<file path="config.mk">
export PLATFORM = sky130hd
export DESIGN_NAME = lock_key_loader
export DESIGN_NICKNAME = d
export VERILOG_FILES = /design/src/rtl/lock_key_pkg.sv /design/src/rtl/lock_key_check.sv /design/src/rtl/lock_key_loader.sv
export SDC_FILE = /design/constraint.sdc
export NUM_CORES = 1
export LEC_CHECK = 0
export BUFFER_PORTS_ARGS = -buffer_cell sky130_fd_sc_hd__buf_2
export CORE_AREA = 2 2 51 53
export CTS_CLUSTER_SIZE = 16
export DETAILED_ROUTE_END_ITERATION = 8
export DIE_AREA = 0 0 53 55
export GPL_TIMING_DRIVEN = 0
export HOLD_SLACK_MARGIN = 0.03
export MAX_ROUTING_LAYER = met4
export PLACE_DENSITY = 0.69
export SLEW_MARGIN = 20
export SYNTH_ARGS = -nofsm -noshare
export SYNTH_HDL_FRONTEND = slang
export SYNTH_SLANG_ARGS = --single-unit
</file>
<file path="constraint.sdc">
create_clock -name clk -period 3.23 [get_ports clk]
set_input_delay 0 -clock clk [delete_from_list [all_inputs] [get_ports clk]]
set_output_delay 0 -clock clk [all_outputs]
set_load 0.02 [all_outputs]
</file>
<file path="src/rtl/lock_key_pkg.sv">
// Shared types and helpers for the c432 key loader.
// Optional feature macro: LOCK_KEY_LOADER_CRC_EN.
// - Undefined: the check field is one even-parity bit.
// - Defined: the check field is a 4-bit CRC.
package lock_key_pkg;

   typedef enum logic [2:0] {
      IDLE,
      SHIFT,
      CHECK,
      ACTIVE,
      LOCKOUT
   } state_t;

   // CRC-4 polynomial x^4+x+1; the x^4 term is implicit.
   localparam logic [3:0] CRC4_POLY = 4'b0011;

`ifdef LOCK_KEY_LOADER_CRC_EN
   localparam int CHK_W = 4;
`else
   localparam int CHK_W = 1;
`endif

   // Running even parity: fold one more key bit into the accumulator.
   function automatic logic parity_step(input logic acc, input logic b);
      return acc ^ b;
   endfunction

   // Serial CRC-4 update, MSB-first data.
   function automatic logic [3:0] crc4_step(input logic [3:0] crc, input logic b);
      logic fb;
      fb = crc[3] ^ b;
      return {crc[2:0], 1'b0} ^ (fb ? CRC4_POLY : 4'b0000);
   endfunction

endpackage

</file>
<file path="src/rtl/lock_key_check.sv">
// Running check over the streamed key bits.
// The comparison against the received check field is made on the frame's check bits.
// Optional feature macro: LOCK_KEY_LOADER_CRC_EN.
// - Defined: CRC-4.
// - Undefined: even parity.
module lock_key_check
   import lock_key_pkg::*;
(
   input  logic             clk,
   input  logic             rst_n,
   input  logic             clr,
   input  logic             en,
   input  logic             din,
   input  logic [CHK_W-1:0] chk_rx,
   output logic             pass
);

   logic [CHK_W-1:0] acc;

   // Accumulate the check over key bits only; restart at every frame start.
   always_ff @(posedge clk or negedge rst_n) begin
      if (!rst_n) begin
         acc <= '0;
      end else if (clr) begin
         acc <= '0;
      end else if (en) begin
`ifdef LOCK_KEY_LOADER_CRC_EN
         acc <= crc4_step(acc, din);
`else
         acc <= parity_step(acc, din);
`endif
      end
   end

   assign pass = (acc == chk_rx);

endmodule

</file>
<file path="src/rtl/lock_key_loader.sv">
// Serial key loader for the logic-locked c432 netlist (drives k0..k2).
// A frame is KEY_W key bits followed by the check field, both MSB first.
// The key is applied only after the check passes. Until then the outputs carry a decoy value.
// Consecutive check failures are counted. When the count reaches MAX_FAIL, the loader locks out until reset.
// Optional feature macro: LOCK_KEY_LOADER_CRC_EN.
// - Undefined: the check field is one parity bit.
// - Defined: the check field is a 4-bit CRC.
module lock_key_loader
   import lock_key_pkg::*;
#(
   parameter int               KEY_W     = 3,
   parameter logic [KEY_W-1:0] KEY_DECOY = 3'b010,
   parameter int               MAX_FAIL  = 3
) (
   input  logic             clk,
   input  logic             rst_n,
   input  logic             load_start,
   input  logic             sdata_valid,
   input  logic             sdata,
   output logic             sdata_ready,
   output logic [KEY_W-1:0] key,
   output logic             key_active,
   output logic             load_err,
   output logic [3:0]       fail_cnt,
   output logic             lockout
);

   localparam int               FRAME_W    = KEY_W + CHK_W;
   localparam int               CNT_W      = $clog2(FRAME_W + 1);
   localparam logic [CNT_W-1:0] LAST_BIT   = CNT_W'(FRAME_W - 1);
   localparam logic [CNT_W-1:0] KEY_BITS   = CNT_W'(KEY_W);
   localparam logic [3:0]       MAX_FAIL_L = 4'(MAX_FAIL);

   // Failure counter increment that sticks at 15.
   function automatic logic [3:0] sat_inc4(input logic [3:0] v);
      return (v == 4'hF) ? v : v + 4'd1;
   endfunction

   state_t             state;
   logic [FRAME_W-1:0] shreg;
   logic [CNT_W-1:0]   bcnt;
   logic               bit_acc;
   logic               start_acc;
   logic               chk_en;
   logic               chk_pass;
   logic [3:0]         fail_next;

   // sdata_ready is registered and high only in SHIFT, so a handshake implies SHIFT.
   assign bit_acc   = sdata_valid && sdata_ready;
   assign start_acc = load_start && ((state == IDLE) || (state == ACTIVE));
   assign chk_en    = bit_acc && (bcnt < KEY_BITS);
   assign fail_next = sat_inc4(fail_cnt);

   lock_key_check u_check (
      .clk    (clk),
      .rst_n  (rst_n),
      .clr    (start_acc),
      .en     (chk_en),
      .din    (sdata),
      .chk_rx (shreg[CHK_W-1:0]),
      .pass   (chk_pass)
   );

   // Load FSM: every output is registered with the state transition that implies it.
   always_ff @(posedge clk or negedge rst_n) begin
      if (!rst_n) begin
         state       <= IDLE;
         shreg       <= '0;
         bcnt        <= '0;
         sdata_ready <= 1'b0;
         key         <= KEY_DECOY;
         key_active  <= 1'b0;
         load_err    <= 1'b0;
         fail_cnt    <= 4'd0;
         lockout     <= 1'b0;
      end else begin
         load_err <= 1'b0;
         case (state)
            IDLE: begin
               if (load_start) begin
                  state       <= SHIFT;
                  sdata_ready <= 1'b1;
                  shreg       <= '0;
                  bcnt        <= '0;
               end
            end
            SHIFT: begin
               if (bit_acc) begin
                  shreg <= {shreg[FRAME_W-2:0], sdata};
                  bcnt  <= bcnt + CNT_W'(1);
                  if (bcnt == LAST_BIT) begin
                     state       <= CHECK;
                     sdata_ready <= 1'b0;
                  end
               end
            end
            CHECK: begin
               if (chk_pass) begin
                  state      <= ACTIVE;
                  key        <= shreg[FRAME_W-1 -: KEY_W];
                  key_active <= 1'b1;
                  fail_cnt   <= 4'd0;
               end else begin
                  load_err <= 1'b1;
                  fail_cnt <= fail_next;
                  if (fail_next == MAX_FAIL_L) begin
                     state   <= LOCKOUT;
                     lockout <= 1'b1;
                  end else begin
                     state <= IDLE;
                  end
               end
            end
            ACTIVE: begin
               if (load_start) begin
                  state       <= SHIFT;
                  sdata_ready <= 1'b1;
                  shreg       <= '0;
                  bcnt        <= '0;
                  key         <= KEY_DECOY;
                  key_active  <= 1'b0;
               end
            end
            LOCKOUT: begin
               key         <= KEY_DECOY;
               key_active  <= 1'b0;
               sdata_ready <= 1'b0;
               lockout     <= 1'b1;
            end
            default: begin
               state <= IDLE;
            end
         endcase
      end
   end

endmodule

</file>
==> flow_metrics.py <==
metrics = {
    "cells_and_area": {
        "layout_common_cells": "dfrtp_1 (21), buf_2 (16), inv_1 (9), a22o_1 (8)",
        "drive_gt1_frac": 0.252,
        "diodes": 0,
        "fin_area_sq_mm": 0.00131,
        "area_growth_pct": 16.4,
        "final_common_cell": "dfrtp_1",
        "fin_nets": 132,
        "fillCellCount": 212,
    },
    "clocking": {
        "cts_buffers": 3,
        "cts-htree-levels": 1,
        "cts_tree": "done",
        "cts-resized-gates": 0,
        "insertion_delay_ps": 300,
        "clkTransAtPathRegs_ps": 130,
        "cts.path.max_buffers": 2,
        "root_buffer": "clkbuf_4",
        "clock_sinks": 22,
    },
    "pwr": {
        "p_leak_nw": 0.677,
        "total_power_w": 0.000688,
        "vdd_drop_max_mv": 0.398,
        "powerDensity_mw_per_mm2": 524,
    },
    "die": {
        "rows": 18,
        "io_pins": 16,
        "dieArea_sq_mm": 0.00292,
        "start_util": 0.477,
        "die_w_um": 53,
        "die_h_um": 55,
        "core_sq_mm": 0.00236,
    },
    "synth": {
        "ys_types": 41,
        "syn_area_sq_mm": 0.00113,
        "synth.net_count": 110,
        "synthCells": 102,
        "yosysWarnings": 0,
        "ys_seq_area_frac": 0.489,
        "ys_ff_latch": 22,
        "synth.avg_cell_area_sq_um": 11.1,
    },
    "sta": {
        "period_share": 0.493,
        "setup_viol": 0,
        "relSlewSlack": 0.674,
        "hold_viol": 0,
        "fmax_mhz": 628,
        "worst_slack_ps": 1640,
        "drv_slew": 0,
        "fin_crit_ps": 1590,
        "setup_tns_ps": 0,
        "finClkSkew_ps": 1.99,
        "rsz0062_at_grt": "false",
        "worst_pin_slew_ps": 488,
        "hold_ws_ps": 70.4,
    },
    "setup_path": {
        "crit_family": "flip-flops",
        "critPathRequiredTime_ps": 3450,
        "crit_path_cell_trace": "ha_1, xor2_1, or3_1, o31ai_1",
        "crit_type": "flip-flop to flip-flop",
        "cp.arrival_ps": 1810,
        "critPathCaptureType": "flip-flop",
        "slowest_delay_ps": 470,
        "cp_slowest_cell": "dfrtp_1",
        "critPathBufInv": 0,
        "cp_max_fo": 7,
        "setup.worst_path.start_class": "flip-flop",
    },
    "run_status": {
        "status": "complete, no violations",
    },
    "global_routing": {
        "track_usage": 0.169,
        "gr-total-overflow": 0,
        "grt_pass1_vias": 758,
        "grt_pass1_wl_um": 3430,
        "antenna_found_initial": 0,
        "grt_max_degree": 23,
    },
    "detailed_routing": {
        "drtIter0Drc": 10,
        "viasPerCell": 5.58,
        "dr.pass1.iters": 4,
        "ant_nets": 0,
        "post-route-drc-count": 0,
        "wire_per_inst_um": 13.6,
        "vias": 854,
        "drt-total-wl_um": 2090,
    },
    "placement": {
        "placed_cell_area_sq_mm": 0.00124,
        "dp_hpwl_um": 1510,
        "dp_slack_ps": 1660,
        "gp_congestion": 0.771,
        "numPortBuffers": 15,
    },
    "job": {
        "max_cap_viol_count": 0,
    },
    "min_path": {
        "hold_class": "primary input to flip-flop",
    },
}
==> stage by stage <==
stage / utilization / cells
4_1_cts: 0.555 / 153
3_5_place_dp: 0.524 / 147
6_report: 0.555 / 153
2_1_floorplan: - / 102
3_3_place_gp: 0.524 / 147
5_1_grt: 0.555 / 153
==> Yosys cell counts (all sizes together) <==
master | n | area [sq um]
dfrtp | 21 | 526
inv | 9 | 33.8
a22o | 8 | 70.1
nand2 | 6 | 25.0
nor2 | 5 | 18.8
a21oi | 4 | 20.0
buf | 4 | 31.3
nand3 | 4 | 20.0
a31oi | 3 | 18.8
ha | 3 | 37.5
a211oi | 2 | 20.0
a2bb2oi | 2 | 17.5
and3 | 2 | 12.5
and4b | 2 | 20.0
mux2 | 2 | 26.3
nor3b | 2 | 26.3
o211a | 2 | 20.0
o211ai | 2 | 15.0
o31ai | 2 | 15.0
xor2 | 2 | 17.5
a21o | 1 | 7.51
a221oi | 1 | 8.76
a31o | 1 | 8.76
and2 | 1 | 6.26
dfstp | 1 | 26.3
mux2i | 1 | 10.0
nand2b | 1 | 6.26
nand4b | 1 | 8.76
nor3 | 1 | 10.0
o21ai | 1 | 5.00
o22ai | 1 | 6.26
o311ai | 1 | 8.76
or3 | 1 | 6.26
or3b | 1 | 8.76
xnor2 | 1 | 8.76
==> cells by family after synthesis <==
| group | Yosys count | share of synthesized area |
|---|---|---|
| AO/OA/AOI/OAI | 31 | 0.214 |
| AND/OR/NAND/NOR | 27 | 0.150 |
| buffers and inverters | 13 | 0.0577 |
| XOR/XNOR | 3 | 0.0233 |
| flip-flops | 22 | 0.489 |
| adder cells (fa/ha/maj) | 3 | 0.0333 |
| multiplexers | 3 | 0.0322 |
==> worst min-delay path: cells and delay by family <==
| kind | cells | cell delay, ps |
|---|---|---|
| buffers and inverters | 1 | 120 |
| multiplexers | 1 | 150 |
| AO/OA/AOI/OAI | 1 | 70 |
==> area by class of cell <==
cell class                 instances  area (sq um)  area share
timing repair buffer              17          95.1      0.0724
clock inverter                     1          30.0      0.0229
clock buffer                       3          22.5      0.0172
buffer                             4          31.3      0.0238
multi-input combinational         67           510       0.389
sequential                        22           552       0.420
inverter                           9          33.8      0.0257
tap                               30          37.5      0.0286
==> flip-flops by register name (all words and copies together) (netlist names) <==
name and flops:
bcnt 3, key_active 1, state 3, fail_cnt 4, key 3, lockout 1, sdata_ready 1, shreg 4
u_check.acc 1, load_err 1
==> report_power, final <==
| part | total, W | internal [W] | switching (W) |
|---|---|---|---|
| registers | 0.000350 | 0.000313 | 0.0000376 |
| clock network | 0.000210 | 0.000125 | 0.0000851 |
| logic | 0.000127 | 0.0000600 | 0.0000669 |
| total | 0.000688 | 0.000498 | 0.000190 |
==> timing repair <==
item	in CTS	in global routing
endpoints found under the hold margin	23	0
hold buffers	2	0
buffers inserted	0	0
==> per-layer routing <==
metal,track usage,routed length (um)
met1,0.215,977
met2,0.277,1030
met3,0.0242,65
met4,0.0641,12
met5,-,0
==> path summary, 6_finish.rpt <==
check	start	to	slack (ps)	cells past startpoint
max	fail_cnt[0]	state[2]	1640	4
min	load_start	state[1]	70	3
max reg2reg	fail_cnt[0]	state[2]	1640	4
min reg2reg	key[1]	key[1]	470	2
max in group asynchronous	rst_n	key[1]	2700	2
min in group asynchronous	rst_n	load_err	170	2
Power figures use the tool's default switching activity.
